==> config.mk <==
export PLATFORM = sky130hd
export DESIGN_NAME = ff_stuff_packer_flat
export DESIGN_NICKNAME = d
export VERILOG_FILES = /design/src/rtl/ff_pkg.sv /design/src/rtl/ff_stuff_packer_if.sv /design/src/rtl/ff_word_assembler.sv /design/src/rtl/ff_stuff_packer.sv /design/src/flat_wrapper.sv
export SDC_FILE = /design/constraint.sdc
export NUM_CORES = 1
export LEC_CHECK = 0
export ABC_AREA = 0
export CORE_MARGIN = 2
export CORE_UTILIZATION = 45
export DETAILED_ROUTE_END_ITERATION = 7
export PLACE_DENSITY_LB_ADDON = 0.15
export SETUP_SLACK_MARGIN = 0.3
export SLEW_MARGIN = 40
export SYNTH_ARGS = -nofsm -noshare
export SYNTH_HDL_FRONTEND = slang
export SYNTH_SLANG_ARGS = --single-unit
==> constraint.sdc <==
create_clock -name clk -period 5.1 [get_ports clk]
set_input_delay 1.275 -clock clk [delete_from_list [all_inputs] [get_ports clk]]
set_output_delay 1.275 -clock clk [all_outputs]
set_load 0.01 [all_outputs]
==> src/rtl/ff_pkg.sv <==
// Shared constants and FSM encoding for the JPEG bitstream packer.
package ff_pkg;

  localparam logic [7:0] BYTE_FF    = 8'hFF;
  localparam logic [7:0] BYTE_STUFF = 8'h00;
  localparam logic [7:0] EOI_LO     = 8'hD9;

  typedef enum logic [2:0] {
    RUN,
    PAD,
    EOI_FF,
    EOI_D9,
    FLUSH,
    DONE
  } state_t;

endpackage

==> src/rtl/ff_stuff_packer_if.sv <==
// Codeword stream from the Huffman coder into the packer.
interface ff_stuff_packer_if #(
  parameter int CODE_W = 32
) ();

  localparam int LEN_W = $clog2(CODE_W + 1);

  logic              in_valid;
  logic              in_ready;
  logic [CODE_W-1:0] in_code;
  logic [LEN_W-1:0]  in_len;
  logic              in_last;

  modport master (output in_valid, in_code, in_len, in_last, input in_ready);
  modport slave  (input in_valid, in_code, in_len, in_last, output in_ready);

endinterface

==> src/rtl/ff_word_assembler.sv <==
// Packs bytes into SRAM words (lane 0 = lowest byte address) and owns the
// registered SRAM write port, address saturation and the overflow flag.
module ff_word_assembler #(
  parameter int SRAM_DW   = 32,
  parameter int ADDR_W    = 12,
  parameter int BASE_ADDR = 0
) (
  input  logic                 clk,
  input  logic                 rst,
  input  logic                 byte_valid,
  input  logic [7:0]           byte_data,
  input  logic                 flush,
  input  logic                 frame_done,
  input  logic                 frame_start,
  output logic [SRAM_DW-1:0]   sram_data,
  output logic [SRAM_DW/8-1:0] sram_we,
  output logic [ADDR_W-1:0]    sram_addr,
  output logic                 overflow
);

  localparam int NB     = SRAM_DW / 8;
  localparam int LANE_W = (NB > 1) ? $clog2(NB) : 1;
  localparam logic [ADDR_W-1:0] MAX_ADDR = '1;

  logic [SRAM_DW-1:0] word_q;
  logic [LANE_W-1:0]  lane;
  logic               word_full;
  logic               full_q;

  logic [NB-1:0]      part_we;
  logic [SRAM_DW-1:0] part_data;
  logic               wr_req;
  logic               wr_blocked;

  always_comb begin
    // NOTE: every variable gets a default before any branch, so no path can infer a latch.
    part_we   = '0;
    part_data = '0;
    for (int i = 0; i < NB; i++) begin
      part_we[i] = (i < int'(lane));
      if (part_we[i]) part_data[i*8 +: 8] = word_q[i*8 +: 8];
    end
    wr_req     = word_full || (flush && lane != '0);
    // A write issued this cycle at the top address saturates the SRAM as of the next edge.
    wr_blocked = full_q || ((|sram_we) && sram_addr == MAX_ADDR);
  end

  // NOTE: all state uses non-blocking assignments so every flop samples pre-edge values.
  always_ff @(posedge clk or negedge rst) begin
    if (!rst) begin
      word_q    <= '0;
      lane      <= '0;
      word_full <= 1'b0;
      full_q    <= 1'b0;
      sram_data <= '0;
      sram_we   <= '0;
      sram_addr <= ADDR_W'(BASE_ADDR);
      overflow  <= 1'b0;
    end else begin
      sram_we   <= '0;
      sram_data <= '0;
      word_full <= 1'b0;

      if (byte_valid) begin
        word_q[lane*8 +: 8] <= byte_data;
        if (lane == LANE_W'(NB - 1)) begin
          lane      <= '0;
          word_full <= 1'b1;
        end else begin
          lane <= lane + 1'b1;
        end
      end

      if (frame_start) overflow <= 1'b0;

      if (wr_req) begin
        if (wr_blocked) begin
          overflow <= 1'b1;
        end else begin
          sram_we   <= word_full ? '1 : part_we;
          sram_data <= word_full ? word_q : part_data;
        end
        if (!word_full) lane <= '0;
      end

      if (frame_done) begin
        sram_addr <= ADDR_W'(BASE_ADDR);
        full_q    <= 1'b0;
        lane      <= '0;
      end else if (|sram_we) begin
        if (sram_addr == MAX_ADDR) full_q <= 1'b1;
        else                       sram_addr <= sram_addr + 1'b1;
      end
    end
  end

endmodule

==> src/rtl/ff_stuff_packer.sv <==
// Packs variable-length Huffman codewords MSB-first into a JPEG byte stream with
// 0xFF stuffing, 1-padding and optional EOI, then hands bytes to the word assembler.
module ff_stuff_packer
  import ff_pkg::*;
#(
  parameter int CODE_W    = 32,
  parameter int SRAM_DW   = 32,
  parameter int ADDR_W    = 12,
  parameter int BASE_ADDR = 0,
  parameter int EOI_EN    = 1
) (
  input  logic                                 clk,
  input  logic                                 rst,
  ff_stuff_packer_if.slave                     cw,
  output logic [SRAM_DW-1:0]                   sram_data,
  output logic [SRAM_DW/8-1:0]                 sram_we,
  output logic [ADDR_W-1:0]                    sram_addr,
  output logic                                 last_to_cpu,
  output logic [ADDR_W+$clog2(SRAM_DW/8)-1:0]  byte_count,
  output logic                                 overflow
);

  localparam int ACC_W  = CODE_W + 7;
  localparam int FILL_W = $clog2(ACC_W + 1);
  localparam state_t PAD_NEXT = (EOI_EN != 0) ? EOI_FF : FLUSH;

  state_t            state;
  logic [ACC_W-1:0]  acc;
  logic [FILL_W-1:0] fill;
  logic              stuff_pend;
  logic              last_seen;
  logic              new_frame;
  logic              live;

  logic [ACC_W-1:0]  mask;
  logic [ACC_W-1:0]  ins_bits;
  int                len_c;
  logic              accept;
  logic              emit_valid;
  logic              set_stuff;
  logic [7:0]        emit_byte;
  logic [7:0]        top_byte;
  logic [7:0]        pad_byte;

  // Valid bits sit left-aligned in acc; everything below them is kept zero.
  assign top_byte    = acc[ACC_W-1 -: 8];
  assign pad_byte    = top_byte | (8'hFF >> fill);
  assign cw.in_ready = live && state == RUN && fill < FILL_W'(8) && !stuff_pend && !last_seen;
  assign accept      = cw.in_valid && cw.in_ready;

  always_comb begin
    len_c    = (int'(cw.in_len) > CODE_W) ? CODE_W : int'(cw.in_len);
    mask     = {ACC_W{1'b1}} >> (ACC_W - len_c);
    ins_bits = (ACC_W'(cw.in_code) & mask) << (ACC_W - int'(fill) - len_c);
  end

  always_comb begin
    emit_valid = 1'b0;
    emit_byte  = BYTE_STUFF;
    set_stuff  = 1'b0;
    case (state)
      RUN: begin
        if (stuff_pend) begin
          emit_valid = 1'b1;
        end else if (fill >= FILL_W'(8)) begin
          emit_valid = 1'b1;
          emit_byte  = top_byte;
          set_stuff  = (top_byte == BYTE_FF);
        end
      end
      PAD: begin
        if (stuff_pend) begin
          emit_valid = 1'b1;
        end else if (fill != '0) begin
          emit_valid = 1'b1;
          emit_byte  = pad_byte;
          set_stuff  = (pad_byte == BYTE_FF);
        end
      end
      EOI_FF: begin
        emit_valid = 1'b1;
        emit_byte  = BYTE_FF;
      end
      EOI_D9: begin
        emit_valid = 1'b1;
        emit_byte  = EOI_LO;
      end
      default: ;
    endcase
  end

  always_ff @(posedge clk or negedge rst) begin
    if (!rst) begin
      state       <= RUN;
      acc         <= '0;
      fill        <= '0;
      stuff_pend  <= 1'b0;
      last_seen   <= 1'b0;
      new_frame   <= 1'b1;
      live        <= 1'b0;
      byte_count  <= '0;
      last_to_cpu <= 1'b0;
    end else begin
      live        <= 1'b1;
      last_to_cpu <= 1'b0;
      if (emit_valid) byte_count <= byte_count + 1'b1;
      if (accept && new_frame) begin
        byte_count <= '0;
        new_frame  <= 1'b0;
      end

      case (state)
        RUN: begin
          if (accept) begin
            acc  <= acc | ins_bits;
            fill <= fill + FILL_W'(len_c);
            if (cw.in_last) last_seen <= 1'b1;
          end else if (emit_valid) begin
            if (stuff_pend) begin
              stuff_pend <= 1'b0;
            end else begin
              acc        <= acc << 8;
              fill       <= fill - FILL_W'(8);
              stuff_pend <= set_stuff;
            end
          end else if (last_seen) begin
            state <= PAD;
          end
        end
        PAD: begin
          if (stuff_pend) begin
            stuff_pend <= 1'b0;
            state      <= PAD_NEXT;
          end else if (fill != '0) begin
            acc        <= '0;
            fill       <= '0;
            stuff_pend <= set_stuff;
            if (!set_stuff) state <= PAD_NEXT;
          end else begin
            state <= PAD_NEXT;
          end
        end
        EOI_FF: state <= EOI_D9;
        EOI_D9: state <= FLUSH;
        FLUSH:  state <= DONE;
        DONE: begin
          last_to_cpu <= 1'b1;
          last_seen   <= 1'b0;
          new_frame   <= 1'b1;
          state       <= RUN;
        end
        default: state <= RUN;
      endcase
    end
  end

  ff_word_assembler #(
    .SRAM_DW   (SRAM_DW),
    .ADDR_W    (ADDR_W),
    .BASE_ADDR (BASE_ADDR)
  ) u_word_assembler (
    .clk         (clk),
    .rst         (rst),
    .byte_valid  (emit_valid),
    .byte_data   (emit_byte),
    .flush       (state == FLUSH),
    .frame_done  (state == DONE),
    .frame_start (accept && new_frame),
    .sram_data   (sram_data),
    .sram_we     (sram_we),
    .sram_addr   (sram_addr),
    .overflow    (overflow)
  );

endmodule

==> src/flat_wrapper.sv <==
// flat-port wrapper written by rule: the top's interface ports become plain ports
module ff_stuff_packer_flat import ff_pkg::*;
#(
  parameter int CODE_W    = 32,
  parameter int SRAM_DW   = 32,
  parameter int ADDR_W    = 12,
  parameter int BASE_ADDR = 0,
  parameter int EOI_EN    = 1
)
  (clk, rst, sram_data, sram_we, sram_addr, last_to_cpu, byte_count, overflow, cw_in_valid, cw_in_code, cw_in_len, cw_in_last, cw_in_ready);
  ff_stuff_packer_if #(.CODE_W(CODE_W)) cw_i ();
  input  logic clk;
  input  logic rst;
  output logic [SRAM_DW-1:0] sram_data;
  output logic [SRAM_DW/8-1:0] sram_we;
  output logic [ADDR_W-1:0] sram_addr;
  output logic last_to_cpu;
  output logic [ADDR_W+$clog2(SRAM_DW/8)-1:0] byte_count;
  output logic overflow;
  input wire logic [$bits(cw_i.in_valid)-1:0] cw_in_valid;
  input wire logic [$bits(cw_i.in_code)-1:0] cw_in_code;
  input wire logic [$bits(cw_i.in_len)-1:0] cw_in_len;
  input wire logic [$bits(cw_i.in_last)-1:0] cw_in_last;
  output wire logic [$bits(cw_i.in_ready)-1:0] cw_in_ready;
  assign cw_i.in_valid = cw_in_valid;
  assign cw_i.in_code = cw_in_code;
  assign cw_i.in_len = cw_in_len;
  assign cw_i.in_last = cw_in_last;
  assign cw_in_ready = cw_i.in_ready;
  ff_stuff_packer #(.CODE_W(CODE_W), .SRAM_DW(SRAM_DW), .ADDR_W(ADDR_W), .BASE_ADDR(BASE_ADDR), .EOI_EN(EOI_EN)) u_core (.clk(clk), .rst(rst), .cw(cw_i), .sram_data(sram_data), .sram_we(sram_we), .sram_addr(sram_addr), .last_to_cpu(last_to_cpu), .byte_count(byte_count), .overflow(overflow));
endmodule
==> reports/metrics.cfg, run 1 <==
[worst_setup_path]
required_ns = 5.45
cp_max_fo = 5
worst-setup-path-type = in -> reg
slowest_stage = or4b_4
crit_path_frequent_cell = buf_6
critPathMaxStageDelay_ns = 0.59
crit_chain = buf_6, buf_6, nand2b_4, ha_4, a21o_1, or2_1, o21a_1, or3_1, ha_1, nand4bb_1, or4b_4, nor3_4, buf_6, o21ai_4, buf_12, a2111oi_4, nor3_2, o31ai_1
crit_path_end_kind = flip-flop
arrival_ns = 5.03
cp-start-kind = primary input

[pwr]
peakVddDrop_uv = 497.6
p_leak_nw = 5.841
powerDensity_nw_per_um2 = 620.8

[global_routing]
grt_util_all_layers = 0.3125
grt_max_degree = 59
busiest_layer = met2
grt_util_met1 = 0.4207
grt_pass1_vias = 10650
grt_pass1_wl_mm = 62.62
antenna_found_initial = 0
met3_usage = 0.05626
grt_overflow = 0
grt.met2_usage = 0.5095

[yosys]
synth_warnings = 0
synth_edf_count = 0
yosysSeqAreaShare = 0.3508
synthArstFlopShare = 1.000
synthFlopType = dfrtp_1
ys_ff_latch = 152
syn_inst = 1284
syn-num-nets = 1356
ys_types = 97
netlist_area_sq_um = 10850
syn_area_per_cell_sq_um = 8.447

[floorplan]
die_h_um = 159.2
start_util = 0.4607
coreArea_sq_um = 23540
ioPinCount = 107
die_w_um = 159.2
die-area_sq_um = 25360
num_rows = 56

[timing]
hold_viol = 0
worst_slack_ns = 0.4127
setup_viol = 0
final.setup.tns_ns = 0
fmax_mhz = 213.3
min_period_over_period = 0.9191
period_needed_ns = 4.687
slew_headroom = 0.4579
rsz0062_at_grt = false
skew_ns = 0.01935
worst_slew_pin_slew_ns = 0.8106
slew_viol_final = 0

[layout]
fin_cells = 1778
area_delta_synth_final_pct = 28.62
drive_gt1_frac = 0.1809
fill_cells = 2169
final_area_sq_um = 13950
nets = 1518
mostFrequentLayoutCell = dfrtp_1
layout_common_cells = 151 x dfrtp_1, 121 x buf_4, 120 x nor2_1
diodes = 0

[placement]
dp.final_hpwl_mm = 29.52
place_ws_ns = -0.4382
io_buffers = 106
gp_congestion = 1.006
post_dp_cell_area_sq_um = 13030
dp_cells = 1732

[drt]
vias = 11270
wl_per_cell_um = 22.37
final_antenna_net_count = 0
drt_first_pass_iters = 6
vias_per_cell = 6.340
drt_first_iter_violations = 1196
wirelength_mm = 39.78
route.detailed.drc = 0

[clock_tree]
cts_sinks = 152
cts_hold_buf = 0
clkTransAtPathRegs_ns = 0.08
clockBufferDepth = 2
clkLatencyLatePin_ns = 0.43
cts_tree = done
clockRootBuffer = clkbuf_16
cts_buffers = 17
ctsHtreeMaxLevel = 4

[hold_path]
hp-class = reg -> reg

[flow_run]
drv_cap = 0

[status]
status = complete, no violations

logic make-up after synthesis:
group,count (synthesis),synth area share
and+or+nand+nor,496,0.2381
AOI/OAI and AO/OA,425,0.2695
DFF,152,0.3508
buffers and inverters,122,0.04615
muxes,32,0.03807
adders and majority gates,30,0.03530
xor gates and xnor gates,26,0.02169
other,1,0.0003458
stage by stage:
| step | util | hold slack [ns] | power, mW |
|---|---|---|---|
| after floorplan | - | 0.4402 | 4.860 |
| after global placement | 0.5518 | 0.4541 | 6.932 |
| after detailed placement | 0.5536 | 0.4634 | 6.934 |
| after CTS | 0.5840 | 0.4797 | 8.314 |
| after global routing | 0.5925 | 0.4866 | 9.125 |
| final | 0.5925 | 0.4750 | 8.660 |
sequential cells by signal, summed over array words and instances, names as in the netlist:
signal and count:
u_core.live 1, u_core.u_word_assembler.overflow 1, u_core.last_to_cpu 1, u_core.u_word_assembler.word_full 1, u_core.last_seen 1, u_core.byte_count 14, u_core.fill 6, u_core.state 3
u_core.u_word_assembler.sram_data 32, u_core.u_word_assembler.lane 2, u_core.u_word_assembler.sram_addr 12, u_core.u_word_assembler.sram_we 4, u_core.new_frame 1, u_core.u_word_assembler.word_q 32, u_core.u_word_assembler.full_q 1, u_core.stuff_pend 1
u_core.acc 39
worst paths after layout:
kind	startpoint	to	slack (ns)	depth (start not counted)
setup / recovery	cw_in_len[5]	u_core.acc[38]	0.41	18
hold / removal	u_core.u_word_assembler.word_q[14]	u_core.u_word_assembler.word_q[14]	0.47	2
setup reg to reg	u_core.fill[1]	u_core.acc[38]	0.75	16
hold reg to reg	u_core.u_word_assembler.word_q[14]	u_core.u_word_assembler.word_q[14]	0.47	2
max in group asynchronous	rst	u_core.u_word_assembler.overflow	3.55	2
min in group asynchronous	rst	u_core.u_word_assembler.sram_addr[7]	0.73	1
layout make-up:
cell class	instances	area (sq um)	share of cell area
clock inverter	15	183.9	0.01319
sequential	152	3805	0.2728
multi-input combinational	1011	6897	0.4944
clock buffer	17	425.4	0.03050
timing repair buffer	237	2136	0.1531
inverter	27	103.9	0.007445
tap	319	399.1	0.02861
power breakdown:
group | switching [mW] | total, mW | internal (mW)
Combinational | 3.45 | 5.49 | 2.04
Sequential | 0.364 | 1.87 | 1.51
Clock | 0.596 | 1.30 | 0.703
timing repair:
action | CTS | global route
gates cloned | 1 | 0
setup endpoints to repair | 36 | 32
pin swaps | 6 | 22
resized for setup | 20 | 37
buffers inserted | 4 | 9
worst max-delay path: cells and delay by family:
family / cells / cell delay, ns
AOI/OAI and AO/OA: 5 / 0.97
buffers and inverters: 4 / 0.56
adders and majority gates: 2 / 0.51
and+or+nand+nor: 7 / 1.71
metal layers:
layer	wire length (um)	vias to the layer above
met2	18520	534
met3	3173	85
met1	16730	5475
met4	1355	0
met5	0	-
li1	-	5179
cell usage after synthesis, drive strengths merged, types with 7 or more instances:
master	number	area, sq um
a2111oi	9	92.59
a211oi	23	172.7
a21o	13	97.59
a21oi	81	412.9
a221oi	12	105.1
a22o	17	148.9
a311oi	11	96.34
a31oi	19	118.9
and2	40	250.2
and3	25	156.4
buf	30	152.6
clkbuf	65	246.5
dfrtp	151	3779
ha	29	362.9
inv	26	97.59
mux2	14	157.7
mux2i	12	120.1
nand2	117	439.2
nand2b	16	100.1
nand3	29	145.1
nand4	17	106.4
nor2	121	454.2
nor2b	11	68.82
nor3	32	160.2
nor4	19	158.9
o2111ai	7	61.31
o211ai	19	142.6
o21a	14	105.1
o21ai	95	479.2
o22ai	17	106.4
o31ai	17	127.6
or2	10	62.56
or3	22	137.6
xnor2	11	96.34
xor2	15	138.9
No activity file was read; power rests on OpenSTA's default activity.
==> inputs of run 2 (changes only) <==
PLACE_DENSITY_LB_ADDON = 0.05   (was 0.15)
clock period = 4.7 ns   (was 5.1 ns; I/O delays follow)
==> run 2 against run 1 <==
Utilization grew 4.4 points. Routed wire length is 4.4% higher. Cell count up 5.8%. Largest power group unchanged. Highest routed layer unchanged.
==> reports/metrics.cfg, run 2 (synthesis gave the netlist of run 1 again) <==
[status]
status = complete, no violations

[global_routing]
grt_pass1_vias = 11340
grt_max_degree = 94
grt_util_all_layers = 0.3246
antenna_found_initial = 0
grt_pass1_wl_mm = 64.95
grt_overflow = 0

[clock_tree]
cts_tree = done
clkTransAtPathRegs_ns = 0.07
clockBufferDepth = 2
cts_sinks = 152
cts_buffers = 17
clockRootBuffer = clkbuf_16
clkLatencyLatePin_ns = 0.44
ctsHtreeMaxLevel = 4

[timing]
fmax_mhz = 218.1
skew_ns = 0.02365
hold_viol = 0
rsz0062_at_grt = true
period_needed_ns = 4.586
slew_headroom = 0.4565
slew_viol_final = 0
worst_slew_pin_slew_ns = 0.8152
min_period_over_period = 0.9757
worst_slack_ns = 0.1141
setup_viol = 0

[placement]
io_buffers = 106
gp_congestion = 1.013
dp.final_hpwl_mm = 31.13
place_ws_ns = -0.9023
post_dp_cell_area_sq_um = 13760

[drt]
vias = 11640
wl_per_cell_um = 22.08
vias_per_cell = 6.188
wirelength_mm = 41.54
route.detailed.drc = 0
drt_first_pass_iters = 6
final_antenna_net_count = 0
drt_first_iter_violations = 1148

[worst_setup_path]
worst-setup-path-type = in -> reg
cp-start-kind = primary input
cp_max_fo = 5
crit_path_end_kind = flip-flop
arrival_ns = 4.94
required_ns = 5.05

[floorplan]
die-area_sq_um = 25360
ioPinCount = 107
die_w_um = 159.2
start_util = 0.4607
num_rows = 56
die_h_um = 159.2
coreArea_sq_um = 23540

[hold_path]
hp-class = reg -> reg

[layout]
diodes = 0
reg_top3 = u_core.acc (39), u_core.u_word_assembler.sram_data (32), u_core.u_word_assembler.word_q (32)
nets = 1621
layout_common_cells = 218 x buf_4, 151 x dfrtp_1, 117 x nor2_1
regMostFlops = u_core.acc
largest_reg_flops = 39
area_delta_synth_final_pct = 38.14
mostFrequentLayoutCell = buf_4
final_area_sq_um = 14980
drive_gt1_frac = 0.2580

[pwr]
peakVddDrop_uv = 336.0
p_leak_nw = 6.415
powerDensity_nw_per_um2 = 675.3

[flow_run]
drv_cap = 0

-- run 2: cell types whose count changed in the layout (fill, tap and decap cells not counted), moves of 4 or more --
cell / before / now
buf_4: 121 / 218
a211oi_2: 2 / 6
o21ai_1: 3 / 11
nor3_4: 3 / 7
buf_6: 5 / 9
a211oi_1: 21 / 17
nor4_1: 12 / 8
nor3_1: 27 / 22
o21ai_0: 87 / 77
-- run 2: final cells by class --
type	instances	area [sq um]
clock inverter	14	132.6
tap	319	399.1
fill	2110	8561
sequential	152	3805
multi-input combinational	1012	7192
inverter	27	101.3
timing repair buffer	339	2923
clock buffer	18	429.2
-- run 2: repair_timing --
item | CTS | global route
cloned | 2 | 0
buffers inserted | 10 | 6
hold buffers | 0 | 0
pin swaps | 33 | 45
endpoints found under the setup margin | 39 | 38
resized for setup | 63 | 58
-- run 2: worst max-delay path: stages --
cell,delay [ns]
buf_8,0.11
buf_6,0.12
nand2b_4,0.15
ha_4,0.21
a21o_1,0.20
or2_0,0.23
o21a_1,0.23
or3_1,0.32
ha_1,0.29
nand4bb_1,0.21
or4b_4,0.54
nor3_4,0.19
buf_6,0.14
o211ai_1,0.19
o31ai_2,0.33
nand4_1,0.15
o21ai_1,0.16
-- run 2: metrics by stage --
step,total power [mW],hold WS (ns),instances,utilization,setup TNS (ns)
after floorplan,5.274,0.4402,1284,-,-4.855
after global placement,8.021,0.4531,1831,0.5842,-23.95
after detailed placement,8.068,0.4612,1831,0.5844,-27.31
after CTS,9.608,0.4753,1875,0.6203,0
after global routing,10.66,0.5073,1881,0.6364,-0.01638
final,10.12,0.4755,1881,0.6364,0
-- run 2: path summary, 6_finish.rpt --
path	start	end	slack [ns]	cells past startpoint
worst max-delay path	cw_in_len[5]	u_core.acc[35]	0.11	17
worst min-delay path	u_core.u_word_assembler.word_q[1]	u_core.u_word_assembler.word_q[1]	0.48	2
worst max register to register	u_core.fill[4]	u_core.acc[35]	0.49	15
worst min register to register	u_core.u_word_assembler.word_q[1]	u_core.u_word_assembler.word_q[1]	0.48	2
max in group asynchronous	rst	u_core.new_frame	3.07	2
min in group asynchronous	rst	u_core.u_word_assembler.sram_addr[0]	0.79	1
-- run 2: routing by layer --
layer  share of wire  GRT usage
met5               0          0
met4           0.035     0.1223
met3           0.074    0.04506
met2            0.48     0.5383
met1            0.42     0.4330
-- run 2: power by group --
| group | internal (mW) | total, mW | switching (mW) |
|---|---|---|---|
| sequential | 1.64 | 1.98 | 0.341 |
| clock | 0.700 | 1.34 | 0.640 |
| combinational | 2.74 | 6.80 | 4.06 |
==> inputs of run 3 (changes only) <==
GPL_TIMING_DRIVEN = 1   (was default)
==> results of run 3 <==
Same layout as run 2: the final DEF is identical, and so are final timing and power.
